`config.mk`:
```
export PLATFORM = sky130hd
export DESIGN_NAME = alu_result_uart_tx_flat
export DESIGN_NICKNAME = d
export VERILOG_FILES = /design/src/rtl/alu_uart_pkg.sv /design/src/rtl/alu_result_uart_tx_if.sv /design/src/rtl/alu_result_uart_tx_sync_fifo.sv /design/src/rtl/alu_result_uart_tx.sv /design/src/flat_wrapper.sv
export SDC_FILE = /design/constraint.sdc
export NUM_CORES = 1
export LEC_CHECK = 0
export CORE_ASPECT_RATIO = 1.75
export CORE_UTILIZATION = 50
export DETAILED_ROUTE_END_ITERATION = 10
export PLACE_DENSITY_LB_ADDON = 0.2
export SYNTH_ARGS = -nofsm -noshare
export SYNTH_HDL_FRONTEND = slang
export SYNTH_HIERARCHICAL = 1
export SYNTH_SLANG_ARGS = --single-unit
```
`constraint.sdc`:
```
create_clock -name clk -period 5 [get_ports clk]
set_input_delay 1 -clock clk [delete_from_list [all_inputs] [get_ports clk]]
set_output_delay 1 -clock clk [all_outputs]
set_load 0.05 [all_outputs]
```
`src/rtl/alu_uart_pkg.sv`:
```
// Shared types and framing constants for the ALU result UART transmitter.
// Imported by the transmitter top and by anything that decodes its debug state.
package alu_uart_pkg;

  typedef enum logic [1:0] {
    IDLE  = 2'd0,
    START = 2'd1,
    DATA  = 2'd2,
    STOP  = 2'd3
  } tx_state_t;

  localparam logic START_BIT  = 1'b0;
  localparam logic STOP_BIT   = 1'b1;
  localparam int   FRAME_BITS = 10;

endpackage

```
`src/rtl/alu_result_uart_tx_if.sv`:
```
// Result handshake from the ALU: a transfer happens on an edge where
// res_valid && res_ready; res_data must be stable whenever res_valid is high.
interface alu_result_uart_tx_if #(
  parameter int DATA_W = 8
);

  logic [DATA_W-1:0] res_data;
  logic              res_valid;
  logic              res_ready;

  modport master (
    output res_data,
    output res_valid,
    input  res_ready
  );

  modport slave (
    input  res_data,
    input  res_valid,
    output res_ready
  );

endinterface

```
`src/rtl/alu_result_uart_tx_sync_fifo.sv`:
```
// Single-clock FIFO with wrap-bit pointers; push when full and pop when empty
// are ignored so callers may drive them without guarding.
module sync_fifo #(
  parameter int DATA_W     = 8,
  parameter int FIFO_DEPTH = 4
) (
  input  logic                          clk,
  input  logic                          rst,
  input  logic                          push,
  input  logic                          pop,
  input  logic [DATA_W-1:0]             din,
  output logic [DATA_W-1:0]             dout,
  output logic                          full,
  output logic                          empty,
  output logic [$clog2(FIFO_DEPTH):0]   count
);

  localparam int AW = $clog2(FIFO_DEPTH);

  logic [DATA_W-1:0] mem [FIFO_DEPTH];
  logic [AW:0]       wr_ptr;
  logic [AW:0]       rd_ptr;
  logic              do_push;
  logic              do_pop;

  assign do_push = push && !full;
  assign do_pop  = pop && !empty;

  // Same index but different wrap bit means the writer is a full lap ahead.
  assign full  = (wr_ptr[AW] != rd_ptr[AW]) && (wr_ptr[AW-1:0] == rd_ptr[AW-1:0]);
  assign empty = (wr_ptr == rd_ptr);
  assign count = wr_ptr - rd_ptr;
  assign dout  = mem[rd_ptr[AW-1:0]];

  always_ff @(posedge clk or posedge rst) begin
    if (rst) begin
      wr_ptr <= '0;
      rd_ptr <= '0;
    end else begin
      if (do_push) wr_ptr <= wr_ptr + 1'b1;
      if (do_pop)  rd_ptr <= rd_ptr + 1'b1;
    end
  end

  always_ff @(posedge clk) begin
    if (do_push) mem[wr_ptr[AW-1:0]] <= din;
  end

endmodule

```
`src/rtl/alu_result_uart_tx.sv`:
```
// Buffers ALU results and sends each one as an 8N1 frame on tx, LSB first,
// flagging results offered while the buffer is full.
module alu_result_uart_tx
  import alu_uart_pkg::*;
#(
  parameter int BAUD_DIV   = 16,
  parameter int FIFO_DEPTH = 4,
  parameter int DATA_W     = 8
) (
  input  logic                        clk,
  input  logic                        rst,
  alu_result_uart_tx_if.slave         res,
  input  logic                        clr_ovf,
  output logic                        tx,
  output logic                        busy,
  output logic [$clog2(FIFO_DEPTH):0] fifo_count,
  output logic                        ovf_flag,
  output tx_state_t                   dbg_state
);

  localparam int BW = (DATA_W > 1) ? $clog2(DATA_W) : 1;
  localparam logic [7:0]    BAUD_LAST = 8'(BAUD_DIV - 1);
  localparam logic [BW-1:0] BIT_LAST  = BW'(DATA_W - 1);

  tx_state_t         state, state_n;
  logic [7:0]        baud_cnt, baud_n;
  logic [BW-1:0]     bit_idx, bit_n;
  logic [DATA_W-1:0] shifter, shifter_n;
  logic              tx_n;
  logic              bit_done;
  logic              push, pop;
  logic              full, empty;
  logic [DATA_W-1:0] head;

  assign res.res_ready = !full;
  assign push          = res.res_valid && !full;
  assign bit_done      = (baud_cnt == BAUD_LAST);
  assign busy          = (state != IDLE) || (fifo_count != '0);
  assign dbg_state     = state;

  sync_fifo #(
    .DATA_W     (DATA_W),
    .FIFO_DEPTH (FIFO_DEPTH)
  ) u_fifo (
    .clk   (clk),
    .rst   (rst),
    .push  (push),
    .pop   (pop),
    .din   (res.res_data),
    .dout  (head),
    .full  (full),
    .empty (empty),
    .count (fifo_count)
  );

  // tx_n is the line level for the cycle after this edge, so tx stays a clean flop output.
  always_comb begin
    state_n   = state;
    baud_n    = baud_cnt;
    bit_n     = bit_idx;
    shifter_n = shifter;
    tx_n      = tx;
    pop       = 1'b0;
    case (state)
      IDLE: begin
        tx_n = STOP_BIT;
        if (!empty) begin
          pop       = 1'b1;
          shifter_n = head;
          baud_n    = '0;
          tx_n      = START_BIT;
          state_n   = START;
        end
      end
      START: begin
        if (bit_done) begin
          baud_n  = '0;
          bit_n   = '0;
          tx_n    = shifter[0];
          state_n = DATA;
        end else begin
          baud_n = baud_cnt + 8'd1;
          tx_n   = START_BIT;
        end
      end
      DATA: begin
        if (bit_done) begin
          baud_n = '0;
          if (bit_idx == BIT_LAST) begin
            tx_n    = STOP_BIT;
            state_n = STOP;
          end else begin
            bit_n     = bit_idx + 1'b1;
            shifter_n = shifter >> 1;
            tx_n      = shifter[1];
          end
        end else begin
          baud_n = baud_cnt + 8'd1;
        end
      end
      STOP: begin
        if (bit_done) begin
          baud_n = '0;
          if (!empty) begin
            pop       = 1'b1;
            shifter_n = head;
            tx_n      = START_BIT;
            state_n   = START;
          end else begin
            tx_n    = STOP_BIT;
            state_n = IDLE;
          end
        end else begin
          baud_n = baud_cnt + 8'd1;
          tx_n   = STOP_BIT;
        end
      end
      default: begin
        tx_n    = STOP_BIT;
        state_n = IDLE;
      end
    endcase
  end

  always_ff @(posedge clk or posedge rst) begin
    if (rst) begin
      state    <= IDLE;
      baud_cnt <= '0;
      bit_idx  <= '0;
      shifter  <= '0;
      tx       <= STOP_BIT;
    end else begin
      state    <= state_n;
      baud_cnt <= baud_n;
      bit_idx  <= bit_n;
      shifter  <= shifter_n;
      tx       <= tx_n;
    end
  end

  // A new overflow on the same edge as a clear request leaves the flag set.
  always_ff @(posedge clk or posedge rst) begin
    if (rst) begin
      ovf_flag <= 1'b0;
    end else if (res.res_valid && full) begin
      ovf_flag <= 1'b1;
    end else if (clr_ovf) begin
      ovf_flag <= 1'b0;
    end
  end

endmodule

```
`src/flat_wrapper.sv`:
```
// flat-port wrapper written by rule: the top's interface ports become plain ports
module alu_result_uart_tx_flat import alu_uart_pkg::*;
#(
  parameter int BAUD_DIV   = 16,
  parameter int FIFO_DEPTH = 4,
  parameter int DATA_W     = 8
)
  (clk, rst, clr_ovf, tx, busy, fifo_count, ovf_flag, dbg_state, res_res_data, res_res_valid, res_res_ready);
  alu_result_uart_tx_if #(.DATA_W(DATA_W)) res_i ();
  input  logic clk;
  input  logic rst;
  input  logic clr_ovf;
  output logic tx;
  output logic busy;
  output logic [$clog2(FIFO_DEPTH):0] fifo_count;
  output logic ovf_flag;
  output tx_state_t dbg_state;
  input wire logic [$bits(res_i.res_data)-1:0] res_res_data;
  input wire logic [$bits(res_i.res_valid)-1:0] res_res_valid;
  output wire logic [$bits(res_i.res_ready)-1:0] res_res_ready;
  assign res_i.res_data = res_res_data;
  assign res_i.res_valid = res_res_valid;
  assign res_res_ready = res_i.res_ready;
  alu_result_uart_tx #(.BAUD_DIV(BAUD_DIV), .FIFO_DEPTH(FIFO_DEPTH), .DATA_W(DATA_W)) u_core (.clk(clk), .rst(rst), .res(res_i), .clr_ovf(clr_ovf), .tx(tx), .busy(busy), .fifo_count(fifo_count), .ovf_flag(ovf_flag), .dbg_state(dbg_state));
endmodule
```
==> summary.txt <==
Yosys
  – Post-synthesis sequential element count: just over 60
  – Synth Area in Adders: under 10%
  – Mux cell area share after synthesis: about 15%
  – Warnings, synthesis: 6
  – Largest family of logic cells by synthesized area: multiplexers
  – Post-synth EDFFs: 32
  – Async set-or-reset flop fraction in the synthesized netlist: 47.5%
  – Register area share after synthesis: between 50% and 60%
  – Synth Cell Area: ~3000 sq um
  – Syn_nets: ~250
  – Mapped Avg Cell Area: 13.5 sq um
  – Synth Area in Simple Gates: a little over a tenth
  – Post-Synth XOR/XNOR Area: 2.28%
  – Compound-Gate Fraction of Synth Area: 5.90%
  – Ys flop type: edfxtp_1
  – Netlist cell types: 45
  – Synthesized instance count: 223

Timing
  – Final Cycle Share: 80.2%
  – Max_slew headroom: 39.9%
  – Slew Viols, Final: 0
  – Setup_tns: 0 ns
  – Fmax: ~0.25 GHz
  – Worst-margin pin slew: about 0.9 ns
  – Slack of the critical path: just under 1 ns
  – Endpoints failing setup: 0
  – Clock Skew: 0.00742 ns
  – Min Tclk post-route: approximately 4 ns
  – Final hold vios: 0
  – RSZ-0062 raised after global routing: false

Min path
  – Hold Path Depth: 1
  – Hold wc startpoint: u_core/shifter[2]
  – Hold EP: u_core/shifter[2]
  – Class of the worst hold path: flip-flop to flip-flop

Worst setup path
  – Worst Path Required: 4.00 ns
  – Worst Path Max Fanout: 11
  – WS Path Type: flip-flop to primary output
  – Crit path launch type: flip-flop
  – Worst r2r src: u_core/u_fifo/rd_ptr[1]
  – FF-to-FF End: u_core/baud_cnt[7]
  – CP endpoint kind: primary output
  – Arrival time worst endpoint: 3.01 ns
  – R2r worst-path depth: 8
  – R2r setup slk: between 2 and 2.5 ns

Clock network
  – Htree depth: 3
  – CTS tree: built
  – Clk sinks: between 60 and 70
  – Clock slew seen by the registers of the worst setup and hold paths: 0.07 ns
  – CTS Root Cell: clkbuf_8
  – Post-CTS setup buffer count: 0
  – CTS max path bufs: 2
  – Worst skew pair latency: 0.33 ns
  – Hold buffer count at CTS: 0
  – Post-CTS Resized: 0
  – Num CTS Buffers: 9

Floorplan
  – Area of the core: around 5800 sq um
  – Full die area: around 6400 sq um
  – Die X: slightly above 60 um
  – Initial Util: 51.7%
  – Die H: 105 um
  – I/O pins: 21
  – Row cnt: 37

Power and ir drop
  – Max IR drop VDD: 0.324 mV
  – P_leak: ~1.4 nW
  – Power per cell area: just under 700 nW/um^2
  – Total power: roughly 2.4 mW

Layout
  – N_diodes: 0
  – Syn-to-layout area delta: 14.6%
  – Share of layout cells above drive strength 1: 21.8%
  – Commonest non-fill, non-tap cell in the layout: edfxtp_1
  – Nets: 275
  – Most frequent cells in the layout: 32 x edfxtp_1, 28 x dfrtp_1, 20 x clkdlybuf4s50_1
  – Finished Core Util: 59.2%

Global route
  – Tot GR Track Use: 18.6%
  – Vias in the first global route: 1815
  – Grt total ovfl: 0
  – Pin count of the biggest net entering global routing: 24
  – Antenna violations before repair: 0
  – First-pass GRT wire length: 8380 um

Place
  – I/O Buffers: 20
  – HPWL Detailed: 3650 um
  – Pre-CTS setup slack: around 1.3 ns
  – RD Place Congestion: 0.741

Job
  – Max Cap Viol: 0

Drt
  – Drt wl/cell: 15.2 um
  – First-pass DRT Iterations: 4
  – Via count: 1747
  – Vias per std cell: 5.29
  – DRC: 0
  – Routed Antenna Nets: 0
  – Routed WL: ~5000 um
  – First-iteration detailed-routing DRC count: between 90 and 100

Run status
  – Status: finished, final reports clean
cell families (layout without fill, tap and decap cells):
| logic type | Yosys count | in the layout |
|---|---|---|
| mux | 30 | 30 |
| simple gates | 60 | 60 |
| flops | 61 | 61 |
| buf+inv | 22 | 51 |
| compound gates | 27 | 27 |
| xor+xnor | 7 | 7 |
| fa+ha+maj | 16 | 16 |
cell type report:
type	instances	area [sq um]
tap	78	97.6
fill	500	2380
clock buffer	9	124
multi-input combinational	140	1230
timing repair buffer	21	208
sequential	61	1690
inverter	14	52.6
clock inverter	7	51.3
metal layers:
metal	vias to the layer above	global-route usage [%]	wire length, um	part of all wire [%]
li1	859	-	-	-
met1	852	20.1	1990	40
met2	26	32.2	2780	56
met3	10	5.20	117	2.3
met4	0	8.28	112	2.2
met5	-	0	0	0
sequential cells by signal (all words and copies together), names as in the netlist:
register              count
u_core/u_fifo/wr_ptr      3
u_core/shifter            8
u_core/u_fifo/mem        32
u_core/baud_cnt           8
u_core/dbg_state          2
u_core/u_fifo/rd_ptr      3
u_core/bit_idx            3
u_core/ovf_flag           1
u_core/tx                 1
stage by stage:
step	hold WS (ns)	instances	area, sq um
6_report	0.516	330	3450
5_1_grt	0.530	330	3450
4_1_cts	0.518	330	3450
3_5_place_dp	0.491	314	3280
3_3_place_gp	0.495	314	3280
2_1_floorplan	0.476	223	3010
synthesized netlist by cell type, drive strengths merged, types with 3 or more instances:
cell,count,area share [%]
inv,14,1.7
and3,5,1.0
xor2,3,1.1
nand3,4,0.66
edfxtp,32,32
mux4,8,6.0
mux2,19,8.3
buf,5,1.0
nand2,19,2.4
mux2i,3,1.0
nor2,11,1.4
a21oi,3,0.62
dfrtp,28,23
nor3,6,1.0
xnor2,4,1.2
clkbuf,3,0.37
nor2b,4,0.83
ha,15,6.2
o21ai,13,2.3
a22o,4,1.2
critical path, cell delays in order, from the launching register on:
cell             delay, ns
dfrtp_1               0.61
inv_1                 0.15
fa_1                  0.42
xnor2_1               0.15
or4b_2                0.62
clkdlybuf4s50_1       0.72
power by group:
group | switching, mW | internal [mW]
Combinational | 0.649 | 0.560
Clock | 0.197 | 0.181
Sequential | 0.104 | 0.698
Total | 0.950 | 1.44
worst max path at each step:
stage,startpoint,to,slack (ns),cells past startpoint
6_report,u_core/u_fifo/rd_ptr[1],busy,0.99,5
5_1_grt,u_core/u_fifo/rd_ptr[1],busy,0.88,5
4_1_cts,u_core/u_fifo/rd_ptr[1],busy,0.95,5
3_5_place_dp,u_core/u_fifo/rd_ptr[1],busy,1.34,5
3_3_place_gp,u_core/u_fifo/rd_ptr[1],busy,1.33,5
2_1_floorplan,u_core/u_fifo/rd_ptr[1],busy,1.49,5
Note: power is estimated with default switching activity, not from simulation.
